## config.mk

```make
export PLATFORM = sky130hd
export DESIGN_NAME = vedic_mul_seq_ctrl_flat
export DESIGN_NICKNAME = d
export VERILOG_FILES = /design/src/rtl/vedic_pkg.sv /design/src/rtl/vedic_mul_seq_ctrl_if.sv /design/src/rtl/vedic_mul_nbit.sv /design/src/rtl/vedic_mul_seq_ctrl.sv /design/src/flat_wrapper.sv
export SDC_FILE = /design/constraint.sdc
export NUM_CORES = 1
export LEC_CHECK = 0
export CAP_MARGIN = 25
export CORE_MARGIN = 1
export CORE_UTILIZATION = 45
export DETAILED_ROUTE_END_ITERATION = 10
export GPL_TIMING_DRIVEN = 0
export MAX_ROUTING_LAYER = met4
export PLACE_DENSITY_LB_ADDON = 0.3
export SYNTH_ARGS = -nofsm -noshare
export SYNTH_HDL_FRONTEND = slang
export SYNTH_SLANG_ARGS = --single-unit
export TNS_END_PERCENT = 20
```

## constraint.sdc

```tcl
create_clock -name clk -period 5.7 [get_ports clk]
set_input_delay 1.14 -clock clk [delete_from_list [all_inputs] [get_ports clk]]
set_output_delay 1.14 -clock clk [all_outputs]
set_load 0.1 [all_outputs]
```

## src/rtl/vedic_pkg.sv

```systemverilog
// Shared definitions for the sequential Vedic multiplier controller.
//   state_e   : controller states (idle, multiply, done)
//   STEP_*    : step index of each partial product, in accumulation order
//   shift_amt : left shift applied to the partial product of a given step
package vedic_pkg;

   typedef enum logic [1:0] {
      StIdle = 2'd0,
      StMul  = 2'd1,
      StDone = 2'd2
   } state_e;

   localparam logic [1:0] STEP_LL = 2'd0;  // a_lo * b_lo
   localparam logic [1:0] STEP_HL = 2'd1;  // a_hi * b_lo
   localparam logic [1:0] STEP_LH = 2'd2;  // a_lo * b_hi
   localparam logic [1:0] STEP_HH = 2'd3;  // a_hi * b_hi

   function automatic int unsigned shift_amt(input logic [1:0] step, input int unsigned n);
      int unsigned sh;
      case (step)
         STEP_LL:          sh = 0;
         STEP_HL, STEP_LH: sh = n / 2;
         default:          sh = n;
      endcase
      return sh;
   endfunction

endpackage

```

## src/rtl/vedic_mul_seq_ctrl_if.sv

```systemverilog
// Handshake bundle between operand source, controller and product consumer.
//   in_valid/in_ready/in_a/in_b : operand channel (source -> controller)
//   out_valid/out_ready/out_p   : product channel (controller -> consumer)
//   busy                        : controller is multiplying or holding a result
// Modports: master = source/consumer side, slave = controller side.
interface vedic_mul_seq_ctrl_if #(
   parameter int unsigned N = 8
);
   logic           in_valid;
   logic           in_ready;
   logic [N-1:0]   in_a;
   logic [N-1:0]   in_b;
   logic           out_valid;
   logic           out_ready;
   logic [2*N-1:0] out_p;
   logic           busy;

   modport master (
      output in_valid, in_a, in_b, out_ready,
      input  in_ready, out_valid, out_p, busy
   );

   modport slave (
      input  in_valid, in_a, in_b, out_ready,
      output in_ready, out_valid, out_p, busy
   );
endinterface

```

## src/rtl/vedic_mul_nbit.sv

```systemverilog
// Purely combinational W x W unsigned Vedic (Urdhva-Tiryagbhyam) multiplier core.
//   a_i, b_i : W-bit operands
//   p_o      : 2W-bit product
// Each output column k is the vertical/crosswise sum of all a[i]&b[j] with i+j==k;
// the column sums are then weighted by 2^k and added.
module vedic_mul_nbit #(
   parameter int unsigned W = 4
) (
   input  logic [W-1:0]   a_i,
   input  logic [W-1:0]   b_i,
   output logic [2*W-1:0] p_o
);

   logic [2*W-1:0] col;

   always_comb begin
      p_o = '0;
      col = '0;
      for (int k = 0; k < 2 * int'(W) - 1; k++) begin
         col = '0;
         for (int i = 0; i < int'(W); i++) begin
            for (int j = 0; j < int'(W); j++) begin
               if (i + j == k) begin
                  col = col + {{(2*W-1){1'b0}}, a_i[i] & b_i[j]};
               end
            end
         end
         p_o = p_o + (col << k);
      end
   end

endmodule

```

## src/rtl/vedic_mul_seq_ctrl.sv

```systemverilog
// Multi-cycle N x N unsigned multiplier controller sharing one (N/2)x(N/2) Vedic core.
// Four partial products are accumulated over four MUL cycles; the result is then
// presented in DONE until the consumer accepts it.
//   clk : rising-edge clock
//   rst : asynchronous active-high reset
//   bus : operand/product handshake bundle (slave side), plus busy status
module vedic_mul_seq_ctrl
   import vedic_pkg::*;
#(
   parameter int unsigned N = 8
) (
   input logic                 clk,
   input logic                 rst,
   vedic_mul_seq_ctrl_if.slave bus
);

   localparam int unsigned H = N / 2;

   state_e         state_q, state_d;
   logic [1:0]     step_q, step_d;
   logic [N-1:0]   a_q, a_d;
   logic [N-1:0]   b_q, b_d;
   logic [2*N-1:0] acc_q, acc_d;
   logic [2*N-1:0] out_p_q, out_p_d;

   logic [H-1:0]   core_a, core_b;
   logic [N-1:0]   core_p;
   logic [2*N-1:0] pp_shifted;
   logic [2*N-1:0] acc_sum;

   // Step bit 0 selects the high half of a, bit 1 the high half of b.
   always_comb begin
      core_a = a_q[H-1:0];
      core_b = b_q[H-1:0];
      unique case (step_q)
         STEP_LL: begin core_a = a_q[H-1:0]; core_b = b_q[H-1:0]; end
         STEP_HL: begin core_a = a_q[N-1:H]; core_b = b_q[H-1:0]; end
         STEP_LH: begin core_a = a_q[H-1:0]; core_b = b_q[N-1:H]; end
         STEP_HH: begin core_a = a_q[N-1:H]; core_b = b_q[N-1:H]; end
      endcase
   end

   vedic_mul_nbit #(
      .W (H)
   ) u_core (
      .a_i (core_a),
      .b_i (core_b),
      .p_o (core_p)
   );

   assign pp_shifted = {{N{1'b0}}, core_p} << shift_amt(step_q, N);
   assign acc_sum    = acc_q + pp_shifted;

   always_comb begin
      state_d = state_q;
      step_d  = step_q;
      a_d     = a_q;
      b_d     = b_q;
      acc_d   = acc_q;
      out_p_d = out_p_q;
      unique case (state_q)
         StIdle: begin
            if (bus.in_valid) begin
               a_d     = bus.in_a;
               b_d     = bus.in_b;
               acc_d   = '0;
               step_d  = STEP_LL;
               state_d = StMul;
            end
         end
         StMul: begin
            acc_d = acc_sum;
            if (step_q == STEP_HH) begin
               // Published copy so out_p stays put while the accumulator is reused.
               out_p_d = acc_sum;
               step_d  = STEP_LL;
               state_d = StDone;
            end else begin
               step_d = step_q + 2'd1;
            end
         end
         StDone: begin
            if (bus.out_ready) begin
               state_d = StIdle;
            end
         end
         default: state_d = StIdle;
      endcase
   end

   always_ff @(posedge clk or posedge rst) begin
      if (rst) begin
         state_q <= StIdle;
         step_q  <= STEP_LL;
         a_q     <= '0;
         b_q     <= '0;
         acc_q   <= '0;
         out_p_q <= '0;
      end else begin
         state_q <= state_d;
         step_q  <= step_d;
         a_q     <= a_d;
         b_q     <= b_d;
         acc_q   <= acc_d;
         out_p_q <= out_p_d;
      end
   end

   assign bus.in_ready  = (state_q == StIdle);
   assign bus.out_valid = (state_q == StDone);
   assign bus.busy      = (state_q != StIdle);
   assign bus.out_p     = out_p_q;

endmodule

```

## src/flat_wrapper.sv

```systemverilog
// flat-port wrapper written by rule: the top's interface ports become plain ports
module vedic_mul_seq_ctrl_flat import vedic_pkg::*;
#(
   parameter int unsigned N = 8
)
  (clk, rst, bus_in_valid, bus_in_a, bus_in_b, bus_out_ready, bus_in_ready, bus_out_valid, bus_out_p, bus_busy);
  vedic_mul_seq_ctrl_if #(.N(N)) bus_i ();
  input logic clk;
  input logic rst;
  input wire logic [$bits(bus_i.in_valid)-1:0] bus_in_valid;
  input wire logic [$bits(bus_i.in_a)-1:0] bus_in_a;
  input wire logic [$bits(bus_i.in_b)-1:0] bus_in_b;
  input wire logic [$bits(bus_i.out_ready)-1:0] bus_out_ready;
  output wire logic [$bits(bus_i.in_ready)-1:0] bus_in_ready;
  output wire logic [$bits(bus_i.out_valid)-1:0] bus_out_valid;
  output wire logic [$bits(bus_i.out_p)-1:0] bus_out_p;
  output wire logic [$bits(bus_i.busy)-1:0] bus_busy;
  assign bus_i.in_valid = bus_in_valid;
  assign bus_i.in_a = bus_in_a;
  assign bus_i.in_b = bus_in_b;
  assign bus_i.out_ready = bus_out_ready;
  assign bus_in_ready = bus_i.in_ready;
  assign bus_out_valid = bus_i.out_valid;
  assign bus_out_p = bus_i.out_p;
  assign bus_busy = bus_i.busy;
  vedic_mul_seq_ctrl #(.N(N)) u_core (.clk(clk), .rst(rst), .bus(bus_i));
endmodule
```

==> flow_summary_export.csv <==
group,metric,value,unit
floorplanning,die_h,90.6,um
critical_path,cp-end-kind,"register",
floorplanning,ios,39,
timing,drv_slew,0,
drt,dr.pass1.iters,4,
place,io_buffers,38,
global_route,grt_usage,22.1,%
floorplanning,row_count,31,
place,hpwlAfterDp,6380,um
synthesis,synth_nets,435,
timing,final.setup.tns,0,ns
cells_and_area,finalNetCount,485,
critical_path,cp.required,5.89,ns
synthesis,syn_avg_cell_area,9.31,sq um
timing,setup_viol,0,
cts,cts_buffer_depth,2,
drt,vias_per_cell,5.61,
cts,cts_max_level,2,
timing,fmax,0.182,GHz
synthesis,syn_area,3530,sq um
timing,hold_slack,0.485,ns
cells_and_area,n_antenna_cell,0,
cts,cts_root_buf,"clkbuf_8",
floorplanning,start_util,47.6,%
run,cap_violations,0,
critical_path,critical_path_class,"register to register",
drt,wirelength,8530,um
timing,hold_violations,0,
global_route,antenna_found_initial,0,
place,place_congestion,0.905,
cts,cts_buffers,5,
floorplanning,dieArea,8200,sq um
cts,clkSinkCount,52,
floorplanning,core,7410,sq um
cells_and_area,syn2layout_area_growth,23.1,%
global_route,grt_pass1_vias,2888,
cts,hold_buffers,0,
floorplanning,die_w,90.6,um
global_route,grt_pass1_wl,14300,um
hold_path,hold_class,"register to register",
critical_path,r2r-start,"u_core.step_q[0]",
drt,drc,0,
cts,clk_pin_slew_worst_paths,0.10,ns
timing,period_minus_slack,5.50,ns
cts,clk_latency,0.30,ns
synthesis,synth_cells,379,
critical_path,reg2reg_slack,0.20,ns
outcome,status,"complete, no violations",
drt,wire_per_inst,16.1,um
critical_path,startpoint_type,"register",
synthesis,yosys_warnings,0,
drt,num_vias,2966,
hold_path,hp-start,"u_core.bus.out_p[2]",
drt,antenna_left,0,
cells_and_area,drive_above_1_share,16.5,%
drt,drt_iter0_drc,203,
cts,cts_tree,"done",
global_route,grt-ovfl-total,0,
synthesis,synth-edff-count,0,
cells_and_area,final_cell_mix,"51 x dfrtp_1, 38 x clkdlybuf4s50_1, 35 x nand2_1, 35 x o21ai_0, 26 x ha_1",
synthesis,ys_types,48,
critical_path,worstPathMaxFanout,10,
timing,fin_crit_sh,96.5,%
critical_path,startpoint,"u_core.step_q[0]",
critical_path,critPathArrivalTime,5.69,ns
timing,tightest_slew,0.974,ns
synthesis,yosysSeqAreaShare,36.9,%
global_route,grt_start_max_net_pins,31,
synthesis,ys_async_sr_fraction,100,%
synthesis,synthFlopType,"dfrtp_1",
synthesis,synth-seq-cells,52,
timing,slew_headroom,34.9,%
timing,fin_skew,0.00443,ns
cells_and_area,layout_commonest_cell,"dfrtp_1",
## registers in the layout, summed over array words and instances (netlist names)
register	cells
u_core.step_q	2
u_core.state_q	2
u_core.b_q	8
u_core.bus.out_p	16
u_core.a_q	8
u_core.acc_q	16
## metal layers
metal	track usage (%)	wire (um)	vias to the layer above
li1	-	-	1439
met1	31.0	3870	1453
met2	33.4	4120	64
met3	3.28	416	10
met4	6.05	132	0
met5	-	0	-
## worst max-delay path: stages, from the launching register on
cell      delay, ns
dfrtp_2        0.45
ha_1           0.21
buf_6          0.15
nor2_4         0.26
mux2i_4        0.13
or2_2          0.30
fa_1           0.54
inv_1          0.04
ha_1           0.28
ha_1           0.28
ha_1           0.23
fa_2           0.35
a21o_1         0.22
a21oi_2        0.15
xnor2_1        0.09
a22o_1         0.23
ha_1           0.30
buf_4          0.18
a21o_1         0.17
a221oi_2       0.29
a31oi_1        0.14
buf_4          0.15
nor3_4         0.16
o31ai_1        0.10
## layout make-up
cell class                 count  area (sq um)
tap                           99           124
clock buffer                   6          82.6
timing repair buffer          43           430
sequential                    52          1300
buffer                        15          71.3
fill                         660          3070
inverter                      19          71.3
multi-input combinational    293          2240
clock inverter                 2          17.5
## Yosys cell counts (3+ instances only)
cell type / n / area, sq um
ha_1: 30 / 375
buf_2: 4 / 20.0
xnor2_1: 11 / 96.3
mux2i_1: 10 / 100
nor2_1: 27 / 101
a21o_1: 3 / 22.5
o21ai_0: 37 / 185
o21a_1: 4 / 30.0
nand2_1: 35 / 131
nor3_1: 5 / 25.0
clkbuf_1: 10 / 37.5
a21oi_1: 19 / 95.1
fa_1: 6 / 120
nand3_1: 24 / 120
inv_1: 19 / 71.3
o31ai_1: 9 / 67.6
mux2_2: 18 / 203
or2_2: 6 / 37.5
nor2b_1: 8 / 50.1
and2_1: 4 / 25.0
dfrtp_1: 52 / 1300
nand2b_1: 3 / 18.8
## timing repair
action                     4_1_cts  5_1_grt
setup endpoints to repair       16       14
gates resized for setup          7       27
pin swaps                        2        4
buffers inserted                 1        3
hold endpoints to repair         0        0
## cell families after synthesis
family                     Yosys count  share of synthesized area (%)
and+or+nand+nor                    125                           17.3
AOI/OAI and AO/OA                   92                           16.2
DFF                                 52                           36.9
adders and majority gates           36                           14.0
buffers and inverters               34                           3.97
muxes                               28                           8.58
xor gates and xnor gates            12                           2.98
## through the flow
step	setup WS (ns)	util (%)	std cells	instance area, sq um
after floorplan	0.270	-	379	3530
after global placement	-0.358	54.4	516	4030
after detailed placement	-0.384	54.7	517	4050
after CTS	0.00588	56.5	526	4190
after global routing	-0.0482	58.6	529	4340
final	0.198	58.6	529	4340
## path summary, 6_finish.rpt
| kind | endpoint | cells after the start |
|---|---|---|
| worst min-delay path | u_core.bus.out_p[2] | 2 |
| worst min register to register | u_core.bus.out_p[2] | 2 |
| max in group asynchronous | u_core.step_q[0] | 3 |
| min in group asynchronous | u_core.bus.out_p[6] | 2 |
| worst max-delay path | u_core.acc_q[14] | 23 |
| worst max register to register | u_core.acc_q[14] | 23 |
Power is not shown: default switching activity piles up to over one toggle a cycle in this logic, so the estimate is an artifact.
